<file path="src/rtl/pad_share_arbiter.sv">
// pad_share_arbiter: round-robin sharing of one registered pad bundle among NREQ requesters,
// with released pads for GAP cycles between owners. Define PAD_SHARE_PREEMPT_EN for hold-limit preemption.
`timescale 1ns/1ps
module pad_share_arbiter #(
    parameter int NREQ     = 4,
    parameter int DW       = 8,
    parameter int MAX_HOLD = 16,
    parameter int GAP      = 2
) (
    input  logic                    clk,
    input  logic                    rst,
    input  logic [NREQ-1:0]         req,
    input  logic [NREQ*DW-1:0]      req_data,
    input  logic [NREQ-1:0]         req_oe,
    output logic [NREQ-1:0]         gnt,
    output logic [$clog2(NREQ)-1:0] owner,
    output logic                    busy,
    output logic [DW-1:0]           pad_do,
    output logic                    pad_oe,
    input  logic [DW-1:0]           pad_di,
    output logic [DW-1:0]           rx_data
);
    localparam int OW = $clog2(NREQ);
    localparam int GW = $clog2(GAP + 1);
    localparam logic [GW-1:0]   GAP_V     = GW'(GAP);
    localparam logic [OW-1:0]   OWNER_RST = OW'(NREQ - 1);
    localparam logic [NREQ-1:0] GNT_ONE   = NREQ'(1);

    if (NREQ < 2 || NREQ > 8 || GAP < 1 || MAX_HOLD < 1) begin : g_bad_param
        $error("pad_share_arbiter: illegal parameter value");
    end

    typedef enum logic [1:0] {ST_IDLE, ST_GRANT, ST_TURN} state_t;

    state_t          state_reg, state_next;
    logic [NREQ-1:0] gnt_reg, gnt_next;
    logic [OW-1:0]   owner_reg, owner_next;
    logic [GW-1:0]   gap_cnt_reg, gap_cnt_next;
    logic [DW-1:0]   pad_do_reg, pad_do_next;
    logic            pad_oe_reg, pad_oe_next;
    logic [DW-1:0]   rx_data_reg;
    logic [OW-1:0]   winner;
    logic            release_now;
`ifdef PAD_SHARE_PREEMPT_EN
    localparam int HW = $clog2(MAX_HOLD + 1);
    localparam logic [HW-1:0] HOLD_MAX_V = HW'(MAX_HOLD);
    logic [HW-1:0]   hold_cnt_reg, hold_cnt_next;
`endif

    logic [DW-1:0] data_arr [NREQ];
    for (genvar gi = 0; gi < NREQ; gi++) begin : g_slice
        assign data_arr[gi] = req_data[gi*DW +: DW];
    end

    // Search starts one past the last owner, so the last owner itself is checked last.
    always_comb begin
        int            idx_full;
        logic          found;
        logic [OW-1:0] idx;
        winner   = owner_reg;
        found    = 1'b0;
        idx_full = 0;
        idx      = '0;
        for (int k = 1; k <= NREQ; k++) begin
            idx_full = (int'(owner_reg) + k) % NREQ;
            idx      = idx_full[OW-1:0];
            if (!found && req[idx]) begin
                winner = idx;
                found  = 1'b1;
            end
        end
    end

    always_ff @(posedge clk or posedge rst) begin
        if (rst) begin
            state_reg    <= ST_IDLE;
            gnt_reg      <= '0;
            owner_reg    <= OWNER_RST;
            gap_cnt_reg  <= '0;
            pad_do_reg   <= '0;
            pad_oe_reg   <= 1'b0;
            rx_data_reg  <= '0;
`ifdef PAD_SHARE_PREEMPT_EN
            hold_cnt_reg <= '0;
`endif
        end else begin
            state_reg    <= state_next;
            gnt_reg      <= gnt_next;
            owner_reg    <= owner_next;
            gap_cnt_reg  <= gap_cnt_next;
            pad_do_reg   <= pad_do_next;
            pad_oe_reg   <= pad_oe_next;
            rx_data_reg  <= pad_di;
`ifdef PAD_SHARE_PREEMPT_EN
            hold_cnt_reg <= hold_cnt_next;
`endif
        end
    end

    always_comb begin
        state_next   = state_reg;
        gnt_next     = gnt_reg;
        owner_next   = owner_reg;
        gap_cnt_next = gap_cnt_reg;
        pad_do_next  = '0;
        pad_oe_next  = 1'b0;
        release_now  = 1'b0;
`ifdef PAD_SHARE_PREEMPT_EN
        hold_cnt_next = hold_cnt_reg;
`endif
        case (state_reg)
            ST_IDLE: begin
                if (|req) begin
                    state_next = ST_GRANT;
                    gnt_next   = GNT_ONE << winner;
                    owner_next = winner;
`ifdef PAD_SHARE_PREEMPT_EN
                    hold_cnt_next = HW'(1);
`endif
                end
            end
            ST_GRANT: begin
                release_now = !req[owner_reg];
`ifdef PAD_SHARE_PREEMPT_EN
                // gnt_reg is the owner's one-hot, so this masks out the owner's own request.
                if (hold_cnt_reg == HOLD_MAX_V && |(req & ~gnt_reg)) begin
                    release_now = 1'b1;
                end
`endif
                if (release_now) begin
                    state_next   = ST_TURN;
                    gnt_next     = '0;
                    gap_cnt_next = GW'(1);
                end else begin
                    pad_do_next = data_arr[owner_reg];
                    pad_oe_next = req_oe[owner_reg];
`ifdef PAD_SHARE_PREEMPT_EN
                    if (hold_cnt_reg != HOLD_MAX_V) begin
                        hold_cnt_next = hold_cnt_reg + HW'(1);
                    end
`endif
                end
            end
            ST_TURN: begin
                if (gap_cnt_reg == GAP_V) begin
                    state_next = ST_IDLE;
                end else begin
                    gap_cnt_next = gap_cnt_reg + GW'(1);
                end
            end
            default: state_next = ST_IDLE;
        endcase
    end

    assign gnt     = gnt_reg;
    assign owner   = owner_reg;
    assign busy    = (state_reg != ST_IDLE);
    assign pad_do  = pad_do_reg;
    assign pad_oe  = pad_oe_reg;
    assign rx_data = rx_data_reg;
endmodule

</file>
<file path="config.mk">
export PLATFORM = sky130hd
export DESIGN_NAME = pad_share_arbiter
export DESIGN_NICKNAME = d
export VERILOG_FILES = /design/src/rtl/pad_share_arbiter.sv
export SDC_FILE = /design/constraint.sdc
export NUM_CORES = 1
export LEC_CHECK = 0
export ABC_AREA = 1
export CAP_MARGIN = 10
export CORE_MARGIN = 2
export CORE_UTILIZATION = 39
export DETAILED_ROUTE_END_ITERATION = 10
export PLACE_DENSITY = 0.77
export SLEW_MARGIN = 0
export SYNTH_ARGS = -nofsm -noshare
export SYNTH_HDL_FRONTEND = slang
export SYNTH_SLANG_ARGS = --single-unit
</file>
<file path="constraint.sdc">
create_clock -name clk -period 2.05 [get_ports clk]
set_clock_uncertainty 0.15 [all_clocks]
set_input_delay 0.41 -clock clk [delete_from_list [all_inputs] [get_ports clk]]
set_output_delay 0.41 -clock clk [all_outputs]
set_load 0.02 [all_outputs]
</file>
======== Word-level counts from Yosys, hierarchy flattened ========
Index checks and enable logic that the tools add are counted.
word-level totals
  bits of input ports ..................... 50
  logic and storage cells ................. 78
  output and inout port bits .............. 24
  flip-flop bits (word level) ............. 27
cells by class
  $lt $le $gt $ge ......................... 6
  shift operators ......................... 1
  bitwise logic cells ..................... 1
  $add $sub $neg .......................... 5
  mux-type cells .......................... 36
  equality and inequality tests ........... 7
  reductions and logical operators ........ 15
operator list
  cell                                                 count
  two-way mux 8 bit                                    4
  two-way mux 2 bit                                    9
  binary-select mux 8 bit (select 2 bit)               1
  < comparator 2 x 3 -> 1 bit, second input constant   5
  binary-select mux 1 bit (select 2 bit)               6
  two-way mux 1 bit                                    11
  AND reduction 3 bit                                  3
  two-way mux 4 bit                                    2
  inequality test 2 bit, second input constant         4
  one-hot mux 4 bit (2 select lines)                   1
  adder 2 x 1 -> 2 bit, second input constant          3
  one-hot mux 2 bit (3 select lines)                   1
  nonzero test 2 bit                                   3
  adder 2 bit, second input constant                   2
  equality test 2 bit, second input constant           2
  one-hot mux 2 bit (2 select lines)                   1
  OR reduction 4 bit                                   1
  left shift 1 x 2 -> 4 bit, first input constant      1
  >= comparator 3 bit, second input constant           1
  logical AND 1 bit                                    3
  zero test 1 bit                                      3
  NOT 2 -> 3 bit                                       1
  equality test 2 x 1 -> 1 bit, second input constant  1
  zero test 2 bit                                      1
  AND reduction 2 bit                                  1

======== Logic depth before layout (Yosys ltp) ========
  depth in word-level cells ............... 16
  depth in mapped cells ................... 13
  depth with buffers taken out ............ 12

======== Least setup slack after synthesis ========
No wires, ideal clock.
  kind .................................... register -> register
  start ................................... register owner_reg[0] (netlist: owner[0])
  end ..................................... register gnt_reg[2] (netlist: gnt[2])
  cell stages (with the launch flop) ...... 12
  setup slack ............................. 311 ps
  arrival ................................. 1472 ps
  required time ........................... 1784 ps
  path buffers ............................ 1
  clock period less this slack ............ 1739 ps
  setup time .............................. 116 ps
  cells stage by stage .................... dfstp_2 inv_2 buf_6 nand2_1 nand2_2 nand2_4 nand2_4 or2_0 nand3_1 nand2_2 nand2_1 nand2_1
between the ends
  word-level cells in the longest chain between the ends .. 16
  elaborated cells between the ends (all ways) .. 32
  those cells by class .................... add/sub: 4; eq/ne: 1; shift: 1; mux: 19; reduce/logical: 7
ends and longest elaborated chain
  element                                  line  RTL
  start: declaration                       37    logic [OW-1:0] owner_reg, owner_next;
  start signal: assignment                 89    owner_reg <= owner_next;
  adder 2 x 1 -> 2 bit                     65    idx_full = (int'(owner_reg) + k) % NREQ;
  binary-select mux 1 bit (select 2 bit)   67    if (!found && req[idx]) begin
  two-way mux 1 bit (implied by the code)  67
  two-way mux 1 bit                        67
  zero test 1 bit                          67
  logical AND 1 bit                        67
  two-way mux 1 bit                        67
  zero test 1 bit                          67
  logical AND 1 bit                        67
  two-way mux 1 bit                        67
  zero test 1 bit                          67
  logical AND 1 bit                        67
  two-way mux 2 bit                        67
  left shift 1 x 2 -> 4 bit                115   gnt_next = GNT_ONE << winner;
  two-way mux 4 bit                        113   if (|req) begin
  one-hot mux 4 bit (2 select lines)       111   case (state_reg)
  end signal: assignment                   88    gnt_reg <= gnt_next;
  end: declaration                         36    logic [NREQ-1:0] gnt_reg, gnt_next;
Parallel ways exist; a longest one is shown, timed or not. The select of a mux whose other input is x is not followed.
A chain may end at the register's enable or synchronous reset.

======== Final worst setup path ========
  start ................................... register owner_reg[1] (netlist: owner[1])
  end ..................................... output owner[1]
RTL lines
  element           line  RTL
  end: declaration  16    output logic [$clog2(NREQ)-1:0] owner,
No word-level cell between the ends.

==> run summary <==
The cell row count came out at 21. The repair_antennas step left the layout with diodes totalling 0. The layout cell share with drive strength beyond 1 is a little over an eighth. STA classifies the critical path startpoint as a flop.

The number of top-level pins is 74. The area of the core is approximately 3400 sq um. The via count of the first global-routing pass came to 1,323. The count of distinct cell types in the synthesized netlist is 28.

The total count of hold-check failures in the final report came out at 0. The layout overhead on the synthesized area came out at 61.9%. Traced cell by cell, the critical path runs through buf_4 > dlygate4sd2_1. The first global-routing pass estimated 6.36 mm of wire. The measured slew at the worst slew-check pin is roughly 0.33 ns. Counting flops and latches in the post-synthesis netlist gives 27. The pin count of the biggest net entering global routing came out at 28.

The final worst-path cycle share came out at 94.1%. The total non-filler cell area in the finished layout came out at approximately 2300 sq um. For this run, the register share of the synthesized area comes to between 40% and 50%. The register-to-register setup slack is between 0.15 and 0.2 ns. The worst setup path is captured at a primary output. The number of fill cells in the layout came out at roughly 310.

Across the run, the number of max-cap violations was 0. The TritonCTS buffer count came out at 3. Across the VDD grid, the largest voltage drop is approximately 0.77 mV. Measured against its own limit, the worst slew margin works out to between 70 and 80%.

The maximum fanout along the worst path came out at 5. At the end of routability-driven placement, the weighted congestion stood at between 0.8 and 0.9. The arrival time of data at the critical path endpoint came out at roughly 1.4 ns.

By area the synthesized netlist is led by sky130_fd_sc_hd__dfrtp_1 44%, sky130_fd_sc_hd__nand2_1 13%, sky130_fd_sc_hd__nand3_1 9.2%, sky130_fd_sc_hd__a22oi_1 3.7%, sky130_fd_sc_hd__dfstp_2 3.7%. The clock tree from TritonCTS is built. The buffer cell driving the clock tree root is sky130_fd_sc_hd__clkbuf_4. The minimum clock period after layout came out at 1.93 ns. The number of standard cells after synthesis is 172. Using the TritonRoute via totals, the vias-per-cell ratio works out to approximately 4.8. The die footprint is between 4000 and 5000 sq um.

The net count after synthesis is ~220. The overall power consumption came out at 3.03 mW. The data required time at the worst endpoint came out at between 1 and 1.5 ns.

Clock latency on the worst-skew pair, taken at its later pin, is 0.32 ns. The number of antenna violations at the first check in global routing was 0. The cell taking the most area after synthesis is sky130_fd_sc_hd__dfrtp_1. The number of nets with antenna violations after routing came out at 0.

For this run, the post-layout net count is a little over 300. The count of buffering cells on the critical path with inverters included is 2. The run finished with clean final reports. The x dimension of the die is 64.3 um.

In this run the number of H-tree levels came out at 1. The detailed router finished its first iteration with 65 violations. The remaining global-route overflow is 0. Based on the critical path, the design can be clocked at up to between 500 and 600 MHz. The vertical die dimension came out at approximately 64 um. The total setup violations reported at the end of the flow came out at 0. The mean routed wirelength per cell came out at 13.1 um. The total clock sinks came out at 27. The analysis attributes to cell leakage a power of approximately 1.1 nW. The startpoint-to-endpoint class of the critical path is reg -> out. The initial core utilization came out at 41.6%.

The number of warnings reported in the yosys synthesis log is 0. For this run, the total global-route usage over all layers was measured as between 10% and 20%. The total wire length came out at between 3 and 4 mm. The clock transition at the registers of the reported paths came out at 0.14 ns. The kind of cell with the highest combined delay along the critical path is flip-flops. The mean instance size in the synthesized netlist is between 8 and 9 sq um. The number of pins exceeding their max-slew limit in the final report came out at 0. The top cell type's share of synthesized area is approximately 44%. For this run, the slowest stage of the critical path takes 0.58 ns. After synthesis the cells add up to about 1400 sq um. The instance area at placement is 2220 sq um. The master of the slowest instance on the critical path is sky130_fd_sc_hd__dfstp_2. Setup repair after global routing left no endpoint under its margin. The HPWL reported at the end of detailed placement is around 3.1 mm. The number of buffers between clock root and the deepest sink came out at 2. The worst min-delay path category is in -> async.

The summed negative setup slack over all endpoints came out at 0 ns. The via count of the routed design is approximately 1,500. The count of buffers added on input and output ports is 73. In this run the power density over the cells is about 1300 nW/um^2. The first detailed-routing pass ran for 4 iterations.

The number of remaining DRC errors came out at 0.
[layer usage]
layer / part of all wire [%] / GRT usage (%) / vias to the layer above
met3: 4.5 / 2.29 / 4
li1: - / - / 742
met1: 42 / 26.9 / 663
met4: 1.3 / 5.32 / 0
met2: 52 / 32.8 / 51
met5: 0 / 0 / -
[final timing paths]
check,start,to,depth (start not counted)
min in group clk,state_reg[0],gap_cnt_reg[1],1
max reg2reg,owner[0],gnt[0],11
min reg2reg,state_reg[0],gap_cnt_reg[1],1
max,owner[1],owner[1],2
min,rst,rx_data[1],3
max in group asynchronous,rst,owner[0],3
[cells by family (layout without fill, tap and decap cells)]
kind of cell | Yosys count | after routing | synth area share [%]
simple gates | 93 | 93 | 31.2
compound gates | 27 | 27 | 12.4
flops | 27 | 27 | 47.8
buf+inv | 24 | 108 | 7.75
fa+ha+maj | 1 | 1 | 0.881
[layout by cell type (no fill, tap or decap), drive strengths merged]
| cell type | synthesis | routed |
|---|---|---|
| a31oi | 7 | 7 |
| nand2 | 59 | 59 |
| nand3 | 27 | 27 |
| dlymetal6s2s | 0 | 1 |
| dlygate4sd2 | 0 | 2 |
| ha | 1 | 1 |
| clkbuf | 2 | 4 |
| a221oi | 2 | 2 |
| dfrtp | 25 | 25 |
| a21oi | 7 | 7 |
| clkdlybuf4s50 | 0 | 70 |
| o21ai | 3 | 3 |
| a22oi | 7 | 7 |
| inv | 16 | 16 |
| nor2 | 5 | 5 |
| o41ai | 1 | 1 |
| buf | 4 | 13 |
| or2 | 1 | 1 |
| clkinv | 2 | 2 |
| dfstp | 2 | 2 |
| nand4 | 1 | 1 |
[layout make-up]
| cell class | instances | area, sq um | area share, % |
|---|---|---|---|
| multi-input combinational | 121 | 632 | 27.5 |
| clock buffer | 4 | 26.3 | 1.14 |
| tap | 46 | 57.6 | 2.50 |
| inverter | 18 | 70.1 | 3.05 |
| timing repair buffer | 86 | 836 | 36.3 |
| sequential | 27 | 678 | 29.5 |
[report_power, final]
group          leakage [nW]  internal (mW)  switching, mW  total, mW
logic                 0.719          0.835           1.17       2.00
clock network        0.0150         0.0762          0.148      0.225
registers             0.339          0.708         0.0953      0.803
total                  1.07           1.62           1.41       3.03
[synth_stat cells]
cell type                  number
sky130_fd_sc_hd__a22oi_1        7
sky130_fd_sc_hd__buf_2          1
sky130_fd_sc_hd__a221oi_1       2
sky130_fd_sc_hd__ha_1           1
sky130_fd_sc_hd__o21ai_0        2
sky130_fd_sc_hd__o21ai_1        1
sky130_fd_sc_hd__inv_1         13
sky130_fd_sc_hd__nor2_1         3
sky130_fd_sc_hd__dfrtp_1       25
sky130_fd_sc_hd__or2_0          1
sky130_fd_sc_hd__nand3_1       26
sky130_fd_sc_hd__a31oi_1        7
sky130_fd_sc_hd__nor2_4         1
sky130_fd_sc_hd__clkinv_1       2
sky130_fd_sc_hd__buf_6          2
sky130_fd_sc_hd__dfstp_2        2
sky130_fd_sc_hd__nand4_1        1
sky130_fd_sc_hd__o41ai_1        1
sky130_fd_sc_hd__nand2_1       49
sky130_fd_sc_hd__a21oi_1        6
sky130_fd_sc_hd__inv_2          3
sky130_fd_sc_hd__nor2_2         1
sky130_fd_sc_hd__nand2_2        7
sky130_fd_sc_hd__buf_4          1
sky130_fd_sc_hd__nand3_2        1
sky130_fd_sc_hd__clkbuf_1       2
sky130_fd_sc_hd__a21oi_2        1
sky130_fd_sc_hd__nand2_4        3
[worst register-to-register path, cell delays in order, from the launching register on]
cell	delay (ns)
sky130_fd_sc_hd__dfstp_2	0.66
sky130_fd_sc_hd__buf_6	0.16
sky130_fd_sc_hd__nand2_1	0.07
sky130_fd_sc_hd__nand2_2	0.11
sky130_fd_sc_hd__nand2_1	0.06
sky130_fd_sc_hd__nand2_1	0.10
sky130_fd_sc_hd__nand3_1	0.10
sky130_fd_sc_hd__nand2_1	0.12
sky130_fd_sc_hd__nand2_2	0.08
sky130_fd_sc_hd__nor2_4	0.09
sky130_fd_sc_hd__nand2_1	0.06
sky130_fd_sc_hd__nand2_1	0.05
[through the flow]
stage | setup slack (ns) | utilization [%] | cells | hold slack, ns
after floorplan | 0.311 | - | 172 | 0.282
after global placement | 0.0577 | 64.9 | 292 | 0.299
after detailed placement | 0.0337 | 64.9 | 292 | 0.309
after CTS | 0.0174 | 65.6 | 296 | 0.292
after global routing | 0.00455 | 67.3 | 302 | 0.326
final | 0.121 | 67.3 | 302 | 0.273
[what timing repair did]
action,in CTS,in global routing
cloned,0,0
hold buffers,0,0
setup endpoints to repair,2,6
resized for setup,2,6
setup buffers,0,6
(Power assumes the default switching activity.)
